`config.mk`:
```
export PLATFORM = sky130hd
export DESIGN_NAME = fifo_sync_param
export DESIGN_NICKNAME = d
export VERILOG_FILES = /design/src/rtl/fifo_sync_param.sv
export SDC_FILE = /design/constraint.sdc
export NUM_CORES = 1
export LEC_CHECK = 0
export BUFFER_PORTS_ARGS = -buffer_cell sky130_fd_sc_hd__buf_2
export CORE_ASPECT_RATIO = 1.25
export CORE_UTILIZATION = 40
export DETAILED_ROUTE_END_ITERATION = 10
export GPL_TIMING_DRIVEN = 1
export HOLD_SLACK_MARGIN = 0.15
export PLACE_DENSITY = 0.68
export SLEW_MARGIN = 10
export SYNTH_ARGS = -nofsm -noshare
export SYNTH_HDL_FRONTEND = slang
export SYNTH_SLANG_ARGS = --single-unit
```
`constraint.sdc`:
```
create_clock -name clk -period 3.2 [get_ports clk]
set_input_delay 0.32 -clock clk [delete_from_list [all_inputs] [get_ports clk]]
set_output_delay 0.32 -clock clk [all_outputs]
set_load 0.05 [all_outputs]
```
`src/rtl/fifo_sync_param.sv`:
```
// Single-clock FIFO with any depth >= 2, almost-full/empty thresholds,
// standard or first-word-fall-through read mode, and synchronous flush.
module fifo_sync_param #(
  parameter int FIFO_WIDTH = 16,
  parameter int FIFO_DEPTH = 8,
  parameter int AF_THRESH  = 6,
  parameter int AE_THRESH  = 1,
  parameter int FWFT       = 0
) (
  input  logic                                clk,
  input  logic                                rst,
  input  logic                                flush,
  input  logic                                wr_en,
  input  logic [FIFO_WIDTH-1:0]               data_in,
  input  logic                                rd_en,
  output logic [FIFO_WIDTH-1:0]               data_out,
  output logic                                data_valid,
  output logic                                wr_ack,
  output logic                                overflow,
  output logic                                underflow,
  output logic                                full,
  output logic                                empty,
  output logic                                almostfull,
  output logic                                almostempty,
  output logic [$clog2(FIFO_DEPTH+1)-1:0]     count
);
  localparam int CW = $clog2(FIFO_DEPTH + 1);
  localparam int PW = $clog2(FIFO_DEPTH);
  localparam logic [CW-1:0] DEPTH_C = CW'(FIFO_DEPTH);
  localparam logic [CW-1:0] AF_C    = CW'(AF_THRESH);
  localparam logic [CW-1:0] AE_C    = CW'(AE_THRESH);
  localparam logic [PW-1:0] LAST_C  = PW'(FIFO_DEPTH - 1);

  logic [FIFO_WIDTH-1:0] mem_q [FIFO_DEPTH];
  logic [PW-1:0]         wr_ptr_q, wr_ptr_d, rd_ptr_q, rd_ptr_d;
  logic [CW-1:0]         count_q, count_d;
  logic                  wr_ack_q, overflow_q, underflow_q;
  logic                  wr_ok, rd_ok;

  // Explicit wrap so non-power-of-two depths never index past the last entry.
  function automatic logic [PW-1:0] ptr_inc(input logic [PW-1:0] p);
    return (p == LAST_C) ? '0 : p + 1'b1;
  endfunction

  assign empty       = (count_q == '0);
  assign full        = (count_q == DEPTH_C);
  assign almostfull  = (count_q >= AF_C);
  assign almostempty = !empty && (count_q <= AE_C);
  assign count       = count_q;
  assign wr_ack      = wr_ack_q;
  assign overflow    = overflow_q;
  assign underflow   = underflow_q;

  // A read frees a slot in the same cycle, so a full FIFO can still take a write.
  assign rd_ok = rd_en & ~empty;
  assign wr_ok = wr_en & (~full | rd_ok);

  always_comb begin
    wr_ptr_d = wr_ptr_q;
    rd_ptr_d = rd_ptr_q;
    count_d  = count_q;
    if (flush) begin
      wr_ptr_d = '0;
      rd_ptr_d = '0;
      count_d  = '0;
    end else begin
      if (wr_ok) wr_ptr_d = ptr_inc(wr_ptr_q);
      if (rd_ok) rd_ptr_d = ptr_inc(rd_ptr_q);
      case ({wr_ok, rd_ok})
        2'b10:   count_d = count_q + 1'b1;
        2'b01:   count_d = count_q - 1'b1;
        default: count_d = count_q;
      endcase
    end
  end

  always_ff @(posedge clk or posedge rst) begin
    if (rst) begin
      wr_ptr_q    <= '0;
      rd_ptr_q    <= '0;
      count_q     <= '0;
      wr_ack_q    <= 1'b0;
      overflow_q  <= 1'b0;
      underflow_q <= 1'b0;
    end else begin
      wr_ptr_q    <= wr_ptr_d;
      rd_ptr_q    <= rd_ptr_d;
      count_q     <= count_d;
      wr_ack_q    <= !flush && wr_ok;
      overflow_q  <= !flush && wr_en && !wr_ok;
      underflow_q <= !flush && rd_en && empty;
    end
  end

  always_ff @(posedge clk) begin
    if (wr_ok && !flush) mem_q[wr_ptr_q] <= data_in;
  end

  if (FWFT != 0) begin : g_fwft
    assign data_out   = mem_q[rd_ptr_q];
    assign data_valid = ~empty;
  end else begin : g_std
    logic [FIFO_WIDTH-1:0] dout_q;
    logic                  dv_q;
    always_ff @(posedge clk or posedge rst) begin
      if (rst) begin
        dout_q <= '0;
        dv_q   <= 1'b0;
      end else if (flush) begin
        dv_q   <= 1'b0;
      end else begin
        dv_q <= rd_ok;
        if (rd_ok) dout_q <= mem_q[rd_ptr_q];
      end
    end
    assign data_out   = dout_q;
    assign data_valid = dv_q;
  end

endmodule

```
==> reports/metrics.yaml <==
status: "completed"
crit_slowest_cell: "nor3_2"
use_met1_pct: 20.84
p_int_uw: 4084
grt_pass1_wl_mm: 18.87
hold_buffers: 1
io_pins: 49
coreArea_sq_um: 15140
cap_violations: 0
grt_max_degree: 21
h-tree-depth: 4
grt_pass1_vias: 3363
post-route-period-util_pct: 84.10
seq_power_share_pct: 42.2
ys.flop_type: "edfxtp_1"
yosysTopAreaCell: "edfxtp_1"
finalWorstSetupSlack_ns: 0.5090
clock-skew-final_ns: 0.006895
slew_violations: 0
netlist_instances: 340
path_max_fanout: 11
cts_made_buffers: 17
drtAntennaViolNets: 0
cp_data_arrival_time_ns: 2.79
peakVddDrop_mv: 0.4031
reg2reg_depth: 8
remaining_drc_errors: 0
switching_share_pct: 33.70
place_ws_ns: 0.5055
netlist_top_cells_area: "edfxtp_1 (61%), dfrtp_1 (12%), mux4_2 (12%)"
post_cts_resized: 0
crit_type: "reg -> reg"
drt_pass1_iterations: 4
wirelength_mm: 11.86
switchingPower_uw: 2076
start_util_pct: 41.37
port_buffers: 48
clkLatencyLatePin_ns: 0.41
synthDominantCellAreaShare_pct: 61.37
cp_num_buf_inv: 3
postCtsSetupBuffers: 0
slowest_delay_ns: 0.47
ys_warn_count: 0
pwr-share-comb_pct: 28.5
cp.depth: 8
drive_gt1_share_pct: 33.02
clockPowerShare_pct: 29.3
gr-total-overflow: 0
grt_util_met2_pct: 26.57
critPathLaunchType: "register"
cts_max_path_buffers: 2
crit_path_frequent_cell: "inv_1"
synth_area_sq_um: 6264
hold_ws_ns: 0.1796
cts-root-buf: "clkbuf_16"
die_w_um: 113.9
crit_required_ns: 3.30
wl_per_cell_um: 18.85
grt_use_met3_pct: 3.973
fin_nets: 437
power_leakage_uw: 0.002645
hpwlAfterDp_mm: 7.867
synthesis.nets: 369
critical_path.reg2reg.startpoint: "count[0]"
worst_slew_pin_slew_ns: 0.8892
drtIter0Drc: 197
synth_enable_flop_cells: 128
gp_congestion: 0.7565
reg2reg_to: "mem_q[4][7]"
crit_end: "mem_q[4][7]"
antenna_found_initial: 1
fmax_mhz: 371.6
final_util_pct: 48.94
finalHoldViolations: 0
min_path_type: "in -> reg"
crit_chain: "inv_1 -> ha_1 -> nand4bb_1 -> nand3_1 -> inv_1 -> nand2_1 -> nor3_2 -> buf_4"
final_common_cell: "edfxtp_1"
rows: 50
clock_sinks: 158
async_flop_share_pct: 18.99
rsz0062_at_grt: "no"
clkTransAtPathRegs_ns: 0.06
vias_per_cell: 5.095
cp-startpoint: "count[0]"
power_uw: 6160
tritoncts: "done"
ys_ff_latch: 158
synth_cell_types: 40
top_usage_layer: "met2"
fp.dieArea_sq_um: 16170
synth_area_per_cell_sq_um: 18.42
end_kind: "register"
crit_family: "simple AND/OR/NAND/NOR gates"
layout_common_cells: "edfxtp_1 (128), buf_2 (48), mux4_2 (32)"
fin_crit_ns: 2.691
worst-r2r-setup-slack_ns: 0.51
yosysSeqAreaShare_pct: 73.35
final.setup.tns_ns: 0
die_y_um: 141.9
setup_viol: 0
num_vias: 3205
antenna_cells: 0
track_usage_pct: 16.18
slew_headroom_pct: 40.66
synthToLayoutAreaGrowth_pct: 18.30
p_per_area_nw_per_um2: 831.4
[per-stage QoR]
stage / instance area, sq um / instances
2_1_floorplan: 6286 / 340
3_3_place_gp: 6867 / 596
3_5_place_dp: 6867 / 596
4_1_cts: 7410 / 629
5_1_grt: 7410 / 629
6_report: 7410 / 629
[power groups by stage]
stage          Combinational [uW]  Clock [uW]  Sequential, uW
6_report                     1760        1800            2600
5_1_grt                      1900        1910            2640
4_1_cts                      1780        1850            2610
3_5_place_dp                 1780           0            2650
3_3_place_gp                 1750           0            2640
2_1_floorplan                1070           0            2960
[metal layers]
metal	vias to the layer above	wire length, um
met5	-	13
met4	2	146
met3	15	490
met2	85	6194
met1	1636	5010
li1	1467	-
[sequential cells by signal, indices dropped and copies added, names as in the netlist]
signal and flops:
count 4, data_out 16, data_valid 1, mem_q 128
overflow 1, rd_ptr_q 3, underflow 1, wr_ack 1
wr_ptr_q 3
[area by class of cell]
cell class,instances,area [sq um]
clock buffers,19,432.9
clock inverters,13,100.1
fillers,1271,7730
inverters,9,46.29
multi-input cells,154,1582
flip-flops and latches,158,4596
well taps,208,260.3
repair buffers,68,392.9
[synth_stat cells, types with 2 or more instances]
cell and number:
ha_1 8, inv_1 8, a22o_1 2, or2b_2 2, nand3_1 6, nor4_1 3, xor2_1 4, mux2i_1 17
mux4_2 32, edfxtp_1 128, buf_6 2, a21oi_1 3, nor3b_1 2, nor3_1 5, dfrtp_1 30, buf_2 7
clkbuf_1 8, nand2_1 25, o21ai_0 19, nor2_1 9
[cells by family (layout without fill, tap and decap cells)]
logic type	after synthesis	count (layout)	share of synthesized area, %
multiplexers	50	50	14.40
AO/OA/AOI/OAI	30	30	2.797
flip-flops	158	158	73.35
XOR/XNOR	4	4	0.5593
adder cells (fa/ha/maj)	8	8	1.598
AND/OR/NAND/NOR	62	62	5.014
buffers and inverters	28	109	2.277
[worst register-to-register path: cells and delay by family, from the launching register on]
kind / cells / cell delay [ns]
and+or+nand+nor: 4 / 1.01
buffers and inverters: 3 / 0.69
DFF: 1 / 0.46
adders and majority gates: 1 / 0.25
[worst min path at each step]
stage,startpoint,endpoint,slack (ns),depth (start not counted)
finish,data_in[5],mem_q[3][5],0.18,1
global route,data_in[5],mem_q[3][5],0.17,1
CTS,data_in[5],mem_q[2][5],0.17,1
detailed placement,data_out[10],data_out[10],0.46,2
global placement,data_out[12],data_out[12],0.46,2
floorplan,rst,count[0],0.41,1
No activity file was read; power rests on OpenSTA's default activity.
